$ cat src/rtl/fb_pkg.sv
// Shared types and default sizes for the frame-buffer arbiter.
package fb_pkg;

  localparam int unsigned FB_ADDR_W     = 15;
  localparam int unsigned FB_DATA_W     = 16;
  localparam int unsigned FB_WBUF_DEPTH = 8;

  typedef struct packed {
    logic [FB_ADDR_W-1:0] addr;
    logic [FB_DATA_W-1:0] data;
  } wbuf_entry_t;

  typedef enum logic [1:0] {
    GNT_IDLE,
    GNT_DISP,
    GNT_WR
  } grant_e;

endpackage

$ cat src/rtl/fb_wr_fifo.sv
// Synchronous write-buffer FIFO; DEPTH must be a power of two so pointers wrap naturally.
module fb_wr_fifo #(
  parameter int unsigned DEPTH = 8,
  parameter int unsigned WIDTH = 31,
  localparam int unsigned PTR_W = $clog2(DEPTH),
  localparam int unsigned CNT_W = PTR_W + 1
) (
  input  logic             clk,
  input  logic             nrst,
  input  logic             push,
  input  logic             pop,
  input  logic [WIDTH-1:0] din,
  output logic [WIDTH-1:0] dout,
  output logic [CNT_W-1:0] count,
  output logic             full,
  output logic             empty
);

  logic [WIDTH-1:0] mem [DEPTH];
  logic [PTR_W-1:0] wr_ptr;
  logic [PTR_W-1:0] rd_ptr;
  logic             do_push;
  logic             do_pop;

  // A full FIFO refuses pushes even while it is popping in the same cycle.
  assign do_push = push && !full;
  assign do_pop  = pop && !empty;
  assign full    = (count == CNT_W'(DEPTH));
  assign empty   = (count == '0);
  assign dout    = mem[rd_ptr];

  always_ff @(posedge clk) begin
    if (do_push) mem[wr_ptr] <= din;
  end

  always_ff @(posedge clk or negedge nrst) begin
    if (!nrst) begin
      wr_ptr <= '0;
      rd_ptr <= '0;
      count  <= '0;
    end else begin
      if (do_push) wr_ptr <= wr_ptr + PTR_W'(1);
      if (do_pop)  rd_ptr <= rd_ptr + PTR_W'(1);
      case ({do_push, do_pop})
        2'b10:   count <= count + CNT_W'(1);
        2'b01:   count <= count - CNT_W'(1);
        default: count <= count;
      endcase
    end
  end

endmodule

$ cat src/rtl/fb_arbiter.sv
// Single-port frame-buffer arbiter: display reads always win, writer words drain from a FIFO.
// FB_DOUBLE_BUF_EN enables two banks with frame-synchronous swapping.
module fb_arbiter
  import fb_pkg::*;
#(
  parameter int unsigned ADDR_W     = FB_ADDR_W,
  parameter int unsigned DATA_W     = FB_DATA_W,
  parameter int unsigned WBUF_DEPTH = FB_WBUF_DEPTH
) (
  input  logic              clk,
  input  logic              nrst,
  input  logic              disp_req,
  input  logic [ADDR_W-1:0] disp_addr,
  output logic              disp_rvalid,
  output logic [DATA_W-1:0] disp_rdata,
  input  logic              wr_valid,
  output logic              wr_ready,
  input  logic [ADDR_W-1:0] wr_addr,
  input  logic [DATA_W-1:0] wr_data,
  input  logic              frame_start,
  input  logic              swap_req,
  output logic              bank_sel,
  output logic              idle,
  output logic [ADDR_W:0]   mem_addr,
  output logic              mem_we,
  output logic [DATA_W-1:0] mem_wdata,
  input  logic [DATA_W-1:0] mem_rdata
);

  localparam int unsigned ENTRY_W = ADDR_W + DATA_W;
  localparam int unsigned CNT_W   = $clog2(WBUF_DEPTH) + 1;

  grant_e             gnt;
  logic               push;
  logic               pop;
  logic               full;
  logic               empty;
  logic [ENTRY_W-1:0] head;
  logic [CNT_W-1:0]   count;
  logic               rd_bank;
  logic               wr_bank;
  logic               rvalid_q;
  logic [ADDR_W:0]    addr_q;

  assign wr_ready = !full;
  assign push     = wr_valid && wr_ready;
  assign pop      = (gnt == GNT_WR);
  assign idle     = (count == '0);

  fb_wr_fifo #(
    .DEPTH (WBUF_DEPTH),
    .WIDTH (ENTRY_W)
  ) u_fifo (
    .clk   (clk),
    .nrst  (nrst),
    .push  (push),
    .pop   (pop),
    .din   ({wr_addr, wr_data}),
    .dout  (head),
    .count (count),
    .full  (full),
    .empty (empty)
  );

  always_comb begin
    gnt = GNT_IDLE;
    if (disp_req)    gnt = GNT_DISP;
    else if (!empty) gnt = GNT_WR;
  end

  // RAM port drive; an idle cycle keeps the previous address on the bus.
  always_comb begin
    mem_addr  = addr_q;
    mem_we    = 1'b0;
    mem_wdata = '0;
    unique case (gnt)
      GNT_DISP: mem_addr = {rd_bank, disp_addr};
      GNT_WR: begin
        mem_addr  = {wr_bank, head[ENTRY_W-1:DATA_W]};
        mem_we    = 1'b1;
        mem_wdata = head[DATA_W-1:0];
      end
      default: ;
    endcase
  end

  always_ff @(posedge clk or negedge nrst) begin
    if (!nrst) begin
      rvalid_q <= 1'b0;
      addr_q   <= '0;
    end else begin
      rvalid_q <= (gnt == GNT_DISP);
      addr_q   <= mem_addr;
    end
  end

  // The RAM output register already holds the data; only qualify it with the valid flag.
  assign disp_rvalid = rvalid_q;
  assign disp_rdata  = rvalid_q ? mem_rdata : '0;

`ifdef FB_DOUBLE_BUF_EN
  logic bank_q;
  logic swap_pend;

  // Swap only at a frame boundary with nothing queued for the back bank.
  always_ff @(posedge clk or negedge nrst) begin
    if (!nrst) begin
      bank_q    <= 1'b0;
      swap_pend <= 1'b0;
    end else if (frame_start && (swap_pend || swap_req) && idle) begin
      bank_q    <= ~bank_q;
      swap_pend <= 1'b0;
    end else if (swap_req) begin
      swap_pend <= 1'b1;
    end
  end

  assign rd_bank  = bank_q;
  assign wr_bank  = ~bank_q;
  assign bank_sel = bank_q;
`else
  logic unused_swap;
  assign unused_swap = ^{swap_req, frame_start};
  assign rd_bank     = 1'b0;
  assign wr_bank     = 1'b0;
  assign bank_sel    = 1'b0;
`endif

endmodule

$ cat config.mk
export PLATFORM = sky130hd
export DESIGN_NAME = fb_arbiter
export DESIGN_NICKNAME = d
export VERILOG_FILES = /design/src/rtl/fb_pkg.sv /design/src/rtl/fb_wr_fifo.sv /design/src/rtl/fb_arbiter.sv
export SDC_FILE = /design/constraint.sdc
export NUM_CORES = 1
export LEC_CHECK = 0
export ABC_AREA = 1
export BUFFER_PORTS_ARGS = -buffer_cell sky130_fd_sc_hd__buf_2
export CORE_MARGIN = 4
export CORE_UTILIZATION = 45
export CTS_CLUSTER_DIAMETER = 60
export DETAILED_ROUTE_END_ITERATION = 10
export GPL_TIMING_DRIVEN = 1
export SYNTH_ARGS = -nofsm -noshare
export SYNTH_HDL_FRONTEND = slang
export SYNTH_HIERARCHICAL = 1
export SYNTH_SLANG_ARGS = --single-unit
$ cat constraint.sdc
create_clock -name clk -period 6.4 [get_ports clk]
set_clock_uncertainty 0.15 [all_clocks]
set_input_delay 0 -clock clk [delete_from_list [all_inputs] [get_ports clk]]
set_output_delay 0 -clock clk [all_outputs]
set_load 0.05 [all_outputs]
==> summary.md <==
| Metric | Value |
|---|---|
| Initial antenna violation count | `0` |
| Hold EP | `u_fifo/mem[1][5]$_DFFE_PP_` |
| Crit. End Element | `register` |
| 1st-iter DRT viols | `396` |
| Min-delay src | `wr_data[5]` |
| Netlist cell types | `23` |
| Post-synth EDFFs | `248` |
| Routed wire length | `26270 microns` |
| Clock Sinks | `275` |
| Switch share | `0.3941` |
| RR Endpoint | `u_fifo/count[3]$_DFFE_PN0P_` |
| Fmax | `0.3318 GHz` |
| First-pass GRT wire length | `42230 microns` |
| Internal power | `3968 uW` |
| IO Pins | `121` |
| Synth area leaders | `edfxtp_1 (60%), nand2_1 (14%), nor2_1 (8.2%), dfrtp_1 (5.5%), inv_1 (5.2%)` |
| Non-filler instance count after layout | `1848` |
| Fin crit period | `3014 ps` |
| Fin nets | `1558` |
| Core area | `26950 sq um` |
| Synth warn | `6` |
| Area leader, netlist | `edfxtp_1` |
| Flops & latches, synth | `275` |
| Hold path cells | `2` |
| Crit Path Max Fanout | `18` |
| PortBufs | `117` |
| Post-CTS sizing | `0` |
| Post-synthesis net count | `1390` |
| Routed vias | `8521` |
| Sw Pwr | `2581 uW` |
| Drt first pass iters | `5` |
| CTS tree | `yes` |
| CP startpoint kind | `register` |
| Tcrit/Tclk final | `0.4709` |
| Final Wtd Congestion | `0.7276` |
| Die area | `30170 sq um` |
| CP Class | `register to register` |
| Synthesized area | `12360 sq um` |
| Placed cells | `1728` |
| Mean Syn Cell Area | `9.389 sq um` |
| Worst slew margin | `0.2360` |
| Hold/Removal Path Class | `primary input to register` |
| Final Max Slew Viols | `0` |
| Cell count after synthesis | `1316` |
| Final WS setup | `3386 ps` |
| Sequential share of the synthesized area | `0.6574` |
| Register area | `8128 sq um` |
| Commonest non-fill, non-tap cell in the layout | `nand2_1` |
| Fillcell total | `2349` |
| Root Buffer | `clkbuf_16` |
| Initial Util | `0.4584` |
| Worst R2R Path Depth | `13` |
| Worst R2R Start | `u_fifo/count[0]$_DFFE_PN0P_` |
| Vias per Instance | `4.611` |
| H-tree depth | `1` |
| Status | `finished clean` |
| Least-Margin Pin Slew | `1146 ps` |
| Reg power frac | `0.362` |
| Die W | `173.7 microns` |
| PD cells | `443.6 nW/um^2` |
| Setup TNS | `0 ps` |
| Req. time, crit path | `6680 ps` |
| GRT Util Overall | `0.1733` |
| VDD IR max | `309.8 uV` |
| Number of global-route vias before repair | `8027` |
| Most frequent cells in the layout | `nand2_1 (473), nor2_1 (269), edfxtp_1 (248)` |
| Final ANT Viol Nets | `0` |
| Hold Vio Cnt, Final | `0` |
| Area grow syn2layout | `19.49%` |
| DRC violations left | `0` |
| Clock-pin slew on the worst setup and hold paths | `60 ps` |
| Pleak | `0.006749 uW` |
| Per-cell routed wire length | `14.22 microns` |
| GRT Residual Overflow | `0` |
| Clk network pwr share | `0.249` |
| Yosys top cell area share | `0.6027` |
| Num CTS Buffers | `29` |
| CP arrival | `3290 ps` |
| Synth async-reset ratio | `0.09818` |
| Largest net degree at the start of global routing | `251` |
| Multi-input combinational cell area | `3238 sq um` |
| Final setup vio count | `0` |
| RSZ-0062 raised after global routing | `no` |
| Clock Latency Late Sink | `530 ps` |
| Comb pwr share | `0.389` |
| Die height | `173.7 microns` |
| DP HPWL | `13560 microns` |
| N_diodes | `0` |
| Reg2reg setup slack | `3390 ps` |
| Top FF cell, synth | `edfxtp_1` |
| Clock tree buffer depth | `3` |
| Cell row count | `60` |
| MaxCap Viol Count | `0` |
| Layout cells sized above 1 | `0.1248` |
| Pre-CTS setup slack | `3436 ps` |
==> cell usage after synthesis (2+ instances only) <==
master,n
ha_1,5
buf_4,8
nand3_1,35
buf_6,12
clkbuf_1,3
edfxtp_1,248
nand2_1,473
inv_1,172
buf_2,26
nor3_1,8
dfrtp_1,27
inv_2,3
nor2_1,269
buf_1,11
o21ai_0,4
xor2_1,2
xnor2_1,4
==> worst max-delay path, cell delays in order (launching register included) <==
cell	delay, ps
dfrtp_1	430
nor2_1	160
nand3_1	120
inv_1	510
nor2_8	130
nand2_1	190
inv_1	90
ha_1	240
ha_1	320
or2_2	310
nand2_1	70
nand2_1	40
nand3_1	60
nand2_1	50
==> routing by layer <==
metal	wire length (microns)	global-route usage	part of all wire	up-vias
met3	1084	0.02377	0.041	39
met5	0	0	0	-
met4	419	0.03893	0.016	0
met2	12750	0.3045	0.49	161
met1	12020	0.2309	0.46	3934
li1	-	-	-	4387
==> area by class of cell <==
class / count / area share
clock inverter: 23 / 0.01407
timing repair buffer: 197 / 0.09305
tap: 341 / 0.02890
clock buffer: 31 / 0.04966
sequential: 275 / 0.5505
inverter: 175 / 0.04449
multi-input combinational: 806 / 0.2193
==> power groups by stage <==
stage,registers (uW),logic [uW],clock network [uW]
floorplan,2390,2000,0
finish,2370,2550,1630
CTS,2370,2580,1670
global placement,2400,2500,0
global route,2390,2890,1760
detailed placement,2410,2530,0
==> cell families (layout without fill, tap and decap cells) <==
family,after synthesis,count (layout),synth area share
AOI/OAI and AO/OA,4,4,0.001620
buffers and inverters,235,426,0.08375
DFF,275,275,0.6574
xor gates and xnor gates,6,6,0.004253
adders and majority gates,6,6,0.006684
other,1,1,0.0003035
and+or+nand+nor,789,789,0.2460
==> flip-flops by register name (all words and copies together) (netlist names) <==
| name | flops |
|---|---|
| addr_q | 16 |
| disp_rvalid | 1 |
| u_fifo/count | 4 |
| u_fifo/mem | 248 |
| u_fifo/rd_ptr | 3 |
| u_fifo/wr_ptr | 3 |
==> worst max path at each step <==
stage | startpoint | to | slack [ps]
after floorplan | u_fifo/count[0]$_DFFE_PN0P_ | u_fifo/mem[4][0]$_DFFE_PP_ | 2650
after global placement | u_fifo/count[1]$_DFFE_PN0P_ | u_fifo/count[3]$_DFFE_PN0P_ | 3460
after detailed placement | u_fifo/count[0]$_DFFE_PN0P_ | u_fifo/mem[2][11]$_DFFE_PP_ | 3440
after CTS | u_fifo/rd_ptr[1]$_DFFE_PN0P_ | mem_addr[0] | 3350
after global routing | u_fifo/count[1]$_DFFE_PN0P_ | u_fifo/count[3]$_DFFE_PN0P_ | 3150
final | u_fifo/count[0]$_DFFE_PN0P_ | u_fifo/count[3]$_DFFE_PN0P_ | 3390
==> metrics by stage <==
stage / util / total power (uW) / area (sq um) / hold WS [ps]
floorplan: - / 4393 / 12360 / -445.6
global placement: 0.4880 / 4902 / 13150 / -102.2
detailed placement: 0.4880 / 4938 / 13150 / -94.83
CTS: 0.5478 / 6620 / 14760 / 90.76
global route: 0.5478 / 7036 / 14760 / 110.6
finish: 0.5478 / 6550 / 14760 / 111.5
==> what timing repair did <==
item	4_1_cts	5_1_grt
buffers inserted	0	0
hold buffers	66	0
setup endpoints to repair	0	0
endpoints found under the hold margin	292	0
(Power assumes the default switching activity.)
